===== src/rtl/id_ex_forward_stage.sv =====
// ID/EX pipeline register with load-use stall detection and MEM/WB operand forwarding.
// Drives the ALU operands, the store data and the registered control for the execute stage.

module id_ex_operand_fwd #(
   parameter int XLEN = 32
) (
   input  logic [4:0]      rsE,
   input  logic [4:0]      rdM,
   input  logic [4:0]      rdW,
   input  logic            regWriteM,
   input  logic            regWriteW,
   input  logic [XLEN-1:0] regVal,
   input  logic [XLEN-1:0] aluResultM,
   input  logic [XLEN-1:0] resultW,
   output logic [1:0]      fwdSel,
   output logic [XLEN-1:0] fwdVal
);
   // MEM is the younger producer, so it wins over WB; x0 is hardwired and never forwarded
   always_comb begin
      fwdSel = 2'b00;
      if (regWriteM && (rdM != 5'd0) && (rdM == rsE))
         fwdSel = 2'b10;
      else if (regWriteW && (rdW != 5'd0) && (rdW == rsE))
         fwdSel = 2'b01;
   end

   always_comb begin
      case (fwdSel)
         2'b00:   fwdVal = regVal;
         2'b01:   fwdVal = resultW;
         default: fwdVal = aluResultM;
      endcase
   end
endmodule

module id_ex_forward_stage #(
   parameter int XLEN = 32
) (
   input  logic            clk,
   input  logic            rst,
   input  logic [XLEN-1:0] RD1_D,
   input  logic [XLEN-1:0] RD2_D,
   input  logic [XLEN-1:0] Imm_Ext_D,
   input  logic [XLEN-1:0] PC_D,
   input  logic [XLEN-1:0] PCPlus4_D,
   input  logic [4:0]      RS1_D,
   input  logic [4:0]      RS2_D,
   input  logic [4:0]      RD_D,
   input  logic [2:0]      ALUControl_D,
   input  logic            ALUSrc_D,
   input  logic            RegWrite_D,
   input  logic            MemWrite_D,
   input  logic            ResultSrc_D,
   input  logic            Branch_D,
   input  logic            Flush_E,
   input  logic [4:0]      RD_M,
   input  logic [4:0]      RD_W,
   input  logic            RegWrite_M,
   input  logic            RegWrite_W,
   input  logic [XLEN-1:0] ALUResult_M,
   input  logic [XLEN-1:0] Result_W,
   output logic [XLEN-1:0] SrcA_E,
   output logic [XLEN-1:0] SrcB_E,
   output logic [2:0]      ALUControl_E,
   output logic [XLEN-1:0] WriteData_E,
   output logic [XLEN-1:0] PC_E,
   output logic [XLEN-1:0] PCPlus4_E,
   output logic [XLEN-1:0] Imm_Ext_E,
   output logic [4:0]      RD_E,
   output logic [4:0]      RS1_E,
   output logic [4:0]      RS2_E,
   output logic            RegWrite_E,
   output logic            MemWrite_E,
   output logic            ResultSrc_E,
   output logic            Branch_E,
   output logic [1:0]      ForwardA_E,
   output logic [1:0]      ForwardB_E,
   output logic            Stall_FD
);
   localparam int NUM_OPS = 2;

   typedef struct packed {
      logic [XLEN-1:0] rd1;
      logic [XLEN-1:0] rd2;
      logic [XLEN-1:0] imm;
      logic [XLEN-1:0] pc;
      logic [XLEN-1:0] pcPlus4;
      logic [4:0]      rs1;
      logic [4:0]      rs2;
      logic [4:0]      rd;
      logic [2:0]      aluCtl;
      logic            aluSrc;
      logic            regWrite;
      logic            memWrite;
      logic            resultSrc;
      logic            branch;
   } idExT;

   idExT exReg;
   idExT exNext;

   // a load in E whose destination feeds the decode instruction must wait one cycle
   assign Stall_FD = exReg.resultSrc && (exReg.rd != 5'd0) &&
                     ((exReg.rd == RS1_D) || (exReg.rd == RS2_D));

   // bubble is the all-zero entry; flush and stall coincide into a single bubble
   always_comb begin
      exNext = '{rd1: RD1_D, rd2: RD2_D, imm: Imm_Ext_D, pc: PC_D, pcPlus4: PCPlus4_D,
                 rs1: RS1_D, rs2: RS2_D, rd: RD_D, aluCtl: ALUControl_D,
                 aluSrc: ALUSrc_D, regWrite: RegWrite_D, memWrite: MemWrite_D,
                 resultSrc: ResultSrc_D, branch: Branch_D};
      if (Flush_E || Stall_FD)
         exNext = '0;
   end

   always_ff @(posedge clk or negedge rst) begin
      if (!rst) exReg <= '0;
      else      exReg <= exNext;
   end

   logic [NUM_OPS-1:0][4:0]      rsE;
   logic [NUM_OPS-1:0][XLEN-1:0] regVal;
   logic [NUM_OPS-1:0][1:0]      fwdSel;
   logic [NUM_OPS-1:0][XLEN-1:0] fwdVal;

   assign rsE[0]    = exReg.rs1;
   assign rsE[1]    = exReg.rs2;
   assign regVal[0] = exReg.rd1;
   assign regVal[1] = exReg.rd2;

   for (genvar i = 0; i < NUM_OPS; i++) begin : gOp
      id_ex_operand_fwd #(.XLEN(XLEN)) uFwd (
         .rsE       (rsE[i]),
         .rdM       (RD_M),
         .rdW       (RD_W),
         .regWriteM (RegWrite_M),
         .regWriteW (RegWrite_W),
         .regVal    (regVal[i]),
         .aluResultM(ALUResult_M),
         .resultW   (Result_W),
         .fwdSel    (fwdSel[i]),
         .fwdVal    (fwdVal[i])
      );
   end

   assign ForwardA_E   = fwdSel[0];
   assign ForwardB_E   = fwdSel[1];
   assign SrcA_E       = fwdVal[0];
   assign SrcB_E       = exReg.aluSrc ? exReg.imm : fwdVal[1];
   assign WriteData_E  = fwdVal[1];
   assign ALUControl_E = exReg.aluCtl;
   assign PC_E         = exReg.pc;
   assign PCPlus4_E    = exReg.pcPlus4;
   assign Imm_Ext_E    = exReg.imm;
   assign RD_E         = exReg.rd;
   assign RS1_E        = exReg.rs1;
   assign RS2_E        = exReg.rs2;
   assign RegWrite_E   = exReg.regWrite;
   assign MemWrite_E   = exReg.memWrite;
   assign ResultSrc_E  = exReg.resultSrc;
   assign Branch_E     = exReg.branch;
endmodule


===== config.mk =====
export PLATFORM = sky130hd
export DESIGN_NAME = id_ex_forward_stage
export DESIGN_NICKNAME = d
export VERILOG_FILES = /design/src/rtl/id_ex_forward_stage.sv
export SDC_FILE = /design/constraint.sdc
export NUM_CORES = 1
export LEC_CHECK = 0
export ABC_AREA = 1
export CAP_MARGIN = 25
export CORE_AREA = 4 4 183 185
export CTS_BUF_LIST = sky130_fd_sc_hd__clkbuf_4 sky130_fd_sc_hd__clkbuf_8
export DETAILED_ROUTE_END_ITERATION = 10
export DIE_AREA = 0 0 187 189
export PLACE_DENSITY_LB_ADDON = 0.1
export SETUP_SLACK_MARGIN = 0.1
export SLEW_MARGIN = 20
export SYNTH_ARGS = -nofsm -noshare
export SYNTH_HDL_FRONTEND = slang
export SYNTH_SLANG_ARGS = --single-unit

===== constraint.sdc =====
create_clock -name clk -period 1.8 [get_ports clk]
set_input_delay 0.45 -clock clk [delete_from_list [all_inputs] [get_ports clk]]
set_output_delay 0.45 -clock clk [all_outputs]
set_load 0.005 [all_outputs]

Yosys cells after proc, flatten, opt, wreduce, memory -nomap -nowiden
Index checks and enable logic that the tools add are counted.

word-level totals
  word-level logic and storage cells = 45
  bits in read-only memories = 0
  bits in writable memories = 0
  output and inout bits = 219
  latch bits = 0
  register bits = 183
  input bits = 262
  memories kept = 0

cells by class
  multiplexer cells = 8
  shift operators = 0
  $mul = 0
  bitwise gates (word level) = 0
  equality and inequality tests = 8
  add/sub/neg operators = 0
  divide/modulo/power cells = 0
  reduce and logical (&&, ||, !) cells = 15
  magnitude comparators = 0

operators by type and width
  operator            number
  $mux 183            1
  $pmux 32 s2         2
  $mux 32             1
  $eq 5x5->1          6
  $reduce_bool 5->1   3
  $logic_and 1x1->1   8
  $eq 2x1->1 const B  2
  $logic_not 2->1     2
  $mux 2              2
  $logic_or 1x1->1    2
  $mux 1              2

Logic depth before layout (Yosys ltp)
Gate-level depths: netlist of the first run.

  depth in word-level cells = 8
  mapped depth = 12
  gate-level depth less buffers = 11

Modules after synthesis
A second synthesis of the first run with hierarchy kept.

unflattened totals
  cell total of the unflattened synthesis = 1,191
  area total of the unflattened synthesis = 9,679.3 µm²

modules (own cells, without submodules)
  module               instances  seq. area each (µm²)  area each (µm²)  cells each
  id_ex_forward_stage  1          4,579.4               7,594.8          765
  id_ex_operand_fwd    2          0.0                   1,042.2          213

Worst setup path after synthesis of the first run
No wires, ideal clock.

  path kind = input to output
  from = input RD_M[0]
  to = output SrcB_E[15]
  slack = -0.076 ns
  required time = 1.350 ns
  path buffers = 2
  cell stages on the path = 12
  data arrival time = 1.426 ns
  cell sequence = inv_1 > nand2_1 > nand2_1 > nand2_1 > nor2_1 > nand3_2 > buf_6 > buf_2 > nand3_1 > nand3_1 > nand2_1 > nand2_1

between the ends
  longest elaborated chain between the ends = 7
  elaborated cells on any way between the ends = 9
  classes of those cells = 2 x eq/ne; 3 x mux; 4 x reduce/logical

RTL lines
  what                                           line  text
  from (decl)                                    56    input logic [4:0] RD_M,
  $reduce_bool 5->1                              21    if (regWriteM && (rdM != 5'd0) && (rdM == rsE))
  $logic_and 1x1->1                              21
  $logic_and 1x1->1 *                            21
  $mux 2 *                                       21
  $eq 2x1->1 or $logic_not 2->1 (tied branches)  28    case (fwdSel)
  $pmux 32 s2 *                                  28
  named net WriteData_E[15]                      65    output logic [XLEN-1:0] WriteData_E,
  $mux 32 *                                      149   assign SrcB_E = exReg.aluSrc ? exReg.imm : fwdVal[1];
  to (decl)                                      63    output logic [XLEN-1:0] SrcB_E,

Mark *: on every way through the listed nets, which the timed path passes. The rest lies on a longest branch.

Final worst setup path of the first run
  from = register exReg (netlist bit RS1_E[1])
  to = output SrcA_E[18]

between the ends
  longest elaborated chain between the ends = 6
  elaborated cells on any way between the ends = 9
  classes of those cells = 3 x eq/ne; 3 x mux; 3 x reduce/logical

RTL lines
  what                                           line  text
  from (decl)                                    99    idExT exReg;
  from (signal assigned)                         118   else exReg <= exNext;
  $eq 5x5->1                                     23    else if (regWriteW && (rdW != 5'd0) && (rdW == rsE))
  $logic_and 1x1->1                              23
  $mux 1                                         23
  $mux 2 *                                       21
  $eq 2x1->1 or $logic_not 2->1 (tied branches)  28
  $pmux 32 s2 *                                  28
  to (decl)                                      62    output logic [XLEN-1:0] SrcA_E,

Every way passes the cells marked *; elsewhere a longest branch is shown, timed or not.

==> results of run 1 <==
-- path summary, 6_finish.rpt --
path,cells after the start,to
worst max register to register,11,Imm_Ext_E[9]$_DFF_PN0_
max in group asynchronous,3,PC_E[15]$_DFF_PN0_
worst min-delay path,3,RS2_E[4]$_DFF_PN0_
worst max-delay path,13,SrcA_E[18]
worst min register to register,7,exReg[4]$_DFF_PN0_
min in group asynchronous,2,Imm_Ext_E[17]$_DFF_PN0_
-- critical path: stages (launching register included) --
cell and delay [ns]:
dfrtp_2 0.46, buf_6 0.13, xor2_1 0.13, nor2_1 0.10, nand3b_1 0.13, buf_4 0.17
nor2_4 0.12, buf_12 0.12, buf_8 0.13, buf_12 0.13, buf_6 0.09, nand2_2 0.04
nand3_2 0.08, buf_2 0.12
-- stage by stage --
stage	utilization, %	power (mW)	instance area, um2
final	57.8	10.3	18500
after global routing	57.8	10.8	18500
after CTS	47.6	9.75	15300
after detailed placement	45.0	6.81	14400
after global placement	45.0	6.80	14400
after floorplan	-	5.34	9680
-- flip-flops by register name, summed over array words and instances (netlist names) --
signal / count
Branch_E: 1
ResultSrc_E: 1
exReg: 65
ALUControl_E: 3
RS1_E: 5
Imm_Ext_E: 32
RegWrite_E: 1
PC_E: 32
RS2_E: 5
RD_E: 5
PCPlus4_E: 32
MemWrite_E: 1
-- power groups by stage --
stage,combinational (mW),sequential [mW],clock (mW)
final,2.91,4.43,2.93
after global routing,3.12,4.46,3.18
after CTS,2.28,4.43,3.03
after detailed placement,2.29,4.51,0
after global placement,2.29,4.51,0
after floorplan,0.860,4.48,0
-- routing by layer --
metal  up-vias  share of wire, %  track usage (%)
met5         -             0.087                0
met4         6               2.9             7.68
met3        68               8.1             8.67
met2       361                52             36.2
met1      4504                37             22.4
li1       4444                 -                -
-- cells in the final DEF (no fill, tap or decap), drive strengths merged --
cell type      instances
o22ai                  2
xnor2                 13
inv                  209
dlymetal6s2s         118
nand3b                 2
bufinv                 1
nor2b                  1
clkdlybuf4s50        249
nand4                  1
nor3                   1
nand2                255
nor2                 198
nor4                   1
clkbuf                69
buf                  272
or2                    1
diode                  4
clkinvlp               2
a21oi                  1
nand3                136
dlygate4sd2           14
xor2                   9
dlygate4sd3            1
clkinv                 2
dfrtp                183
-- logic make-up after synthesis --
| family | share of synthesized area (%) |
|---|---|
| buffers and inverters | 21.8 |
| XOR/XNOR | 2.08 |
| AO/OA/AOI/OAI | 0.189 |
| AND/OR/NAND/NOR | 26.5 |
| flip-flops | 49.5 |
-- area by class of cell --
| type | instances | share of cell area [%] |
|---|---|---|
| Clock inverter | 13 | 0.722 |
| Clock buffer | 19 | 1.38 |
| Timing Repair Buffer | 704 | 43.0 |
| Sequential cell | 183 | 24.8 |
| Multi-Input combinational cell | 621 | 23.2 |
| Inverter | 201 | 4.12 |
| Tap cell | 408 | 2.75 |
| Antenna cell | 4 | 0.0540 |
-- timing repair --
item | in CTS | in global routing
endpoints found under the hold margin | 15 | 0
setup endpoints to repair | 387 | 401
resized for setup | 331 | 679
gates cloned | 5 | 37
hold buffers | 1 | 0
pin swaps | 15 | 57
buffers inserted | 22 | 98
==> flow_summary.json, run 1 <==
{
  "synth_fp_nets": 1433,
  "die_x_um": 187,
  "routabilityCongestion": 0.865,
  "post-place-ws_ns": -1.43,
  "overflow": 0,
  "cp.arrival_ns": 2.43,
  "clk_pin_slew_ns": 0.10,
  "area_delta_synth_final_pct": 100,
  "hp-class": "input pin to flop",
  "ys_seq_area_share_pct": 49.5,
  "cp-start-kind": "flop",
  "p_sw_mw": 3.07,
  "stdcell_count": 2153,
  "power_density_nw_per_um2": 554,
  "clock_skew_ns": 0.0164,
  "nets": 1990,
  "place_inst": 1958,
  "synth_top_area_share_pct": 49.5,
  "syn-cell-area_um2": 9250,
  "p_int_mw": 7.20,
  "min_period_ns": 2.88,
  "multi_input_area_um2": 4290,
  "dieArea_um2": 35300,
  "ys_seq_elements": 183,
  "reg2reg_slack_ns": -0.16,
  "maxSlewHeadroom_pct": 71.5,
  "postSynthCellCount": 1171,
  "pwr-share-seq_pct": 43.2,
  "violations": "setup timing",
  "drc": 0,
  "worstSetupPathType": "flop to primary output",
  "h-tree-depth": 4,
  "sw_frac_of_total_pct": 29.9,
  "synth_cell_types": 25,
  "cts.sinks": 183,
  "n_fill_cell": 2860,
  "rsz0062_at_grt": "yes",
  "hold_viol": 0,
  "synth_edf_count": 0,
  "fmax_mhz": 348,
  "boundaryPins": 481,
  "die_h_um": 189,
  "worst_ep_required_time_ns": 1.35,
  "hp-start": "RS2_D[4]",
  "wl_um": 43700,
  "finalSetupTns_ns": -105.06,
  "clock-root-buffer": "clkbuf_8",
  "ys_top_cells_by_area": "dfrtp_1 (49%), nand2_1 (10%), buf_4 (9.5%)",
  "first_pass_iters": 4,
  "clk-insertion-delay-late_ns": 0.49,
  "numCtsBuffers": 17,
  "start_util_pct": 28.9,
  "grt_usage_pct": 20.6,
  "yosysMostFrequentCell": "nand2_1",
  "setup_violations": 265,
  "drive_gt1_share_pct": 40.4,
  "status": "finished with violations",
  "io_buffers": 480,
  "via_count": 9383,
  "drt_iter0_markers": 343,
  "cts_buffer_depth": 2,
  "p_leak_nw": 10.9,
  "final_antenna_net_count": 0,
  "finalMaxSlewViolations": 0,
  "grt_max_degree": 68,
  "grt_pass1_vias": 9075,
  "finalCritPeriodShare_pct": 160,
  "wl_per_cell_um": 20.3,
  "pwr-share-comb_pct": 28.3,
  "crit_start": "RS1_E[1]$_DFF_PN0_",
  "grt_pass1_wl_um": 55300,
  "r2r-start": "RD_E[4]$_DFF_PN0_",
  "register_area_um2": 4590,
  "fin_ws_ns": -1.08,
  "ys.flop_type": "dfrtp_1",
  "rows": 66,
  "ir_worst_vdd_mv": 0.444,
  "cp_max_fo": 5,
  "fp.coreArea_um2": 32000,
  "worst_slew_pin_slew_ns": 0.428,
  "synthTopCellsByCount": "nand2_1 (254), inv_1 (198), nor2_1 (196)",
  "synth_top_area_cell": "dfrtp_1",
  "antenna_found_initial": 7,
  "cts_tree": "done",
  "hpwl_um": 27500,
  "crit_path_end_kind": "primary output",
  "syn_area_per_cell_um2": 7.90,
  "pwr-share-clk_pct": 28.5,
  "yosysWarnings": 0,
  "ys_async_sr_fraction_pct": 100,
  "whs_ns": 0.241,
  "max_cap_violations": 0,
  "vias_per_cell": 4.36
}
(Power assumes the default switching activity.)
==> run 2, diff against run 1 <==
- MAX_ROUTING_LAYER: not set -> met4
==> run 2 against run 1 <==
The flow still finishes with violations (setup timing). First-iteration DRC count is 6.7% lower. Combinational power is essentially flat. Critical path type unchanged. Global-route usage grew 2.7 points. Hold slack better by 0.11 ns. Critical path depth fell by 1. Fmax is 4.1% higher. Die area stayed put. Sequential share of layout area about the same.
==> flow_summary.json, run 2 (synthesized netlist as in run 1, its figures left out) <==
{
  "finalCritPeriodShare_pct": 153,
  "final_cell_mix": "clkdlybuf4s50_1 (249), inv_1 (194), dfrtp_1 (176), nand2_1 (173), dlygate4sd2_1 (115)",
  "routabilityCongestion": 0.894,
  "fp.coreArea_um2": 32000,
  "clk-insertion-delay-late_ns": 0.48,
  "hp-class": "input pin to flop",
  "min_period_ns": 2.76,
  "p_leak_nw": 9.72,
  "clk_pin_slew_ns": 0.10,
  "hold_viol": 0,
  "rows": 66,
  "largest-register": "exReg",
  "crit_path_end_kind": "primary output",
  "cts_tree": "done",
  "grt_max_degree": 41,
  "final_common_cell": "clkdlybuf4s50_1",
  "numCtsBuffers": 17,
  "placed_cell_area_um2": 14500,
  "n_fill_cell": 2898,
  "antenna_found_initial": 7,
  "grt_usage_pct": 23.3,
  "maxSlewHeadroom_pct": 65.3,
  "wl_um": 42800,
  "nets": 1953,
  "cp_max_fo": 5,
  "via_count": 9365,
  "post-place-ws_ns": -1.44,
  "area_delta_synth_final_pct": 100,
  "wl_per_cell_um": 20.2,
  "finalMaxSlewViolations": 0,
  "grt_pass1_wl_um": 60700,
  "rsz0062_at_grt": "yes",
  "cp.arrival_ns": 2.31,
  "worstSetupPathType": "flop to primary output",
  "clock-root-buffer": "clkbuf_8",
  "fmax_mhz": 362,
  "cts_buffer_depth": 2,
  "fin_ws_ns": -0.962,
  "overflow": 0,
  "io_buffers": 480,
  "first_pass_iters": 4,
  "worst_ep_required_time_ns": 1.35,
  "status": "finished with violations",
  "h-tree-depth": 4,
  "cts.sinks": 183,
  "ir_worst_vdd_mv": 0.338,
  "boundaryPins": 481,
  "drive_gt1_share_pct": 43.5,
  "reg2reg_slack_ns": -0.14,
  "drc": 0,
  "drt_iter0_markers": 320,
  "hpwl_um": 28100,
  "largest_register_ffs": 65,
  "worst_slew_pin_slew_ns": 0.519,
  "dieArea_um2": 35300,
  "grt_pass1_vias": 9774,
  "finalInstanceArea_um2": 18500,
  "max_cap_violations": 0,
  "final_antenna_net_count": 0,
  "cp-start-kind": "flop",
  "vias_per_cell": 4.42,
  "die_h_um": 189,
  "clock_skew_ns": 0.0161,
  "start_util_pct": 28.9,
  "die_x_um": 187,
  "power_density_nw_per_um2": 555,
  "setup_violations": 277,
  "violations": "setup timing"
}
[run 2: changes by cell type in the layout (fill, tap and decap cells not counted), sizes merged]
cell	previous run	this run
clkdlybuf4s15	0	4
inv	209	210
buf	272	280
dlygate4sd2	14	115
dlymetal6s2s	118	0
clkinv	2	1
diode	4	7
clkbuf	69	34
bufbuf	0	1
nand2	255	257
[run 2: metal layers]
metal | GRT usage (%) | vias to the layer above | wire length, um
met5 | - | - | 0
met4 | 6.68 | 0 | 1290
met3 | 8.43 | 71 | 3350
met2 | 41.3 | 383 | 22600
met1 | 24.7 | 4513 | 15600
li1 | - | 4398 | -
[run 2: area by class of cell]
cell class                      count  area, um2  share of cell area (%)
Sequential cell                   183       4590                    24.8
Tap cell                          408        510                    2.76
Clock buffer                       19        249                    1.35
Timing Repair Buffer              665       7320                    39.5
Inverter                          201        759                    4.10
Clock inverter                     13        134                   0.724
Multi-Input combinational cell    623       4930                    26.6
Antenna cell                        7       17.5                  0.0947
[run 2: power breakdown]
group | total (mW) | switching (mW) | internal, mW
logic | 2.93 | 1.29 | 1.64
clock network | 2.90 | 1.73 | 1.17
registers | 4.44 | 0.108 | 4.33
[run 2: worst paths after layout]
path,to,startpoint,cells after the start
setup reg to reg,exReg[127]$_DFF_PN0_,RD_E[0]$_DFF_PN0_,12
hold reg to reg,exReg[153]$_DFF_PN0_,ResultSrc_E$_DFF_PN0_,7
min in group asynchronous,Imm_Ext_E[17]$_DFF_PN0_,rst,2
hold / removal,RS2_E[4]$_DFF_PN0_,RS2_D[4],3
max in group asynchronous,PCPlus4_E[12]$_DFF_PN0_,rst,3
setup / recovery,SrcA_E[20],RS1_E[1]$_DFF_PN0_,12
[run 2: critical path, cell delays in order (launching register included)]
cell	delay, ns
dfrtp_1	0.41
buf_4	0.14
xor2_1	0.13
nor2_1	0.14
nand3b_1	0.13
buf_4	0.16
nor2_4	0.10
buf_12	0.14
buf_12	0.14
buf_6	0.10
nand2_2	0.04
nand3_2	0.09
buf_2	0.12
[run 2: what timing repair did]
item,CTS,global route
setup buffers,64,18
cloned,24,16
endpoints found under the hold margin,33,0
hold buffers,1,0
resized for setup,816,402
pin swaps,79,86
endpoints found under the setup margin,400,292
[run 2: through the flow]
stage | util [%] | power, mW | TNS (ns) | cells | hold WS, ns
final | 57.8 | 10.3 | -100.80 | 2119 | 0.347
after detailed placement | 45.4 | 6.84 | -224.32 | 1968 | 0.424
after global placement | 45.4 | 6.84 | -222.61 | 1968 | 0.427
after CTS | 51.7 | 9.93 | -97.86 | 2085 | 0.296
after global routing | 57.8 | 10.8 | -126.17 | 2119 | 0.321
after floorplan | - | 5.34 | -1.35 | 1171 | 0.154
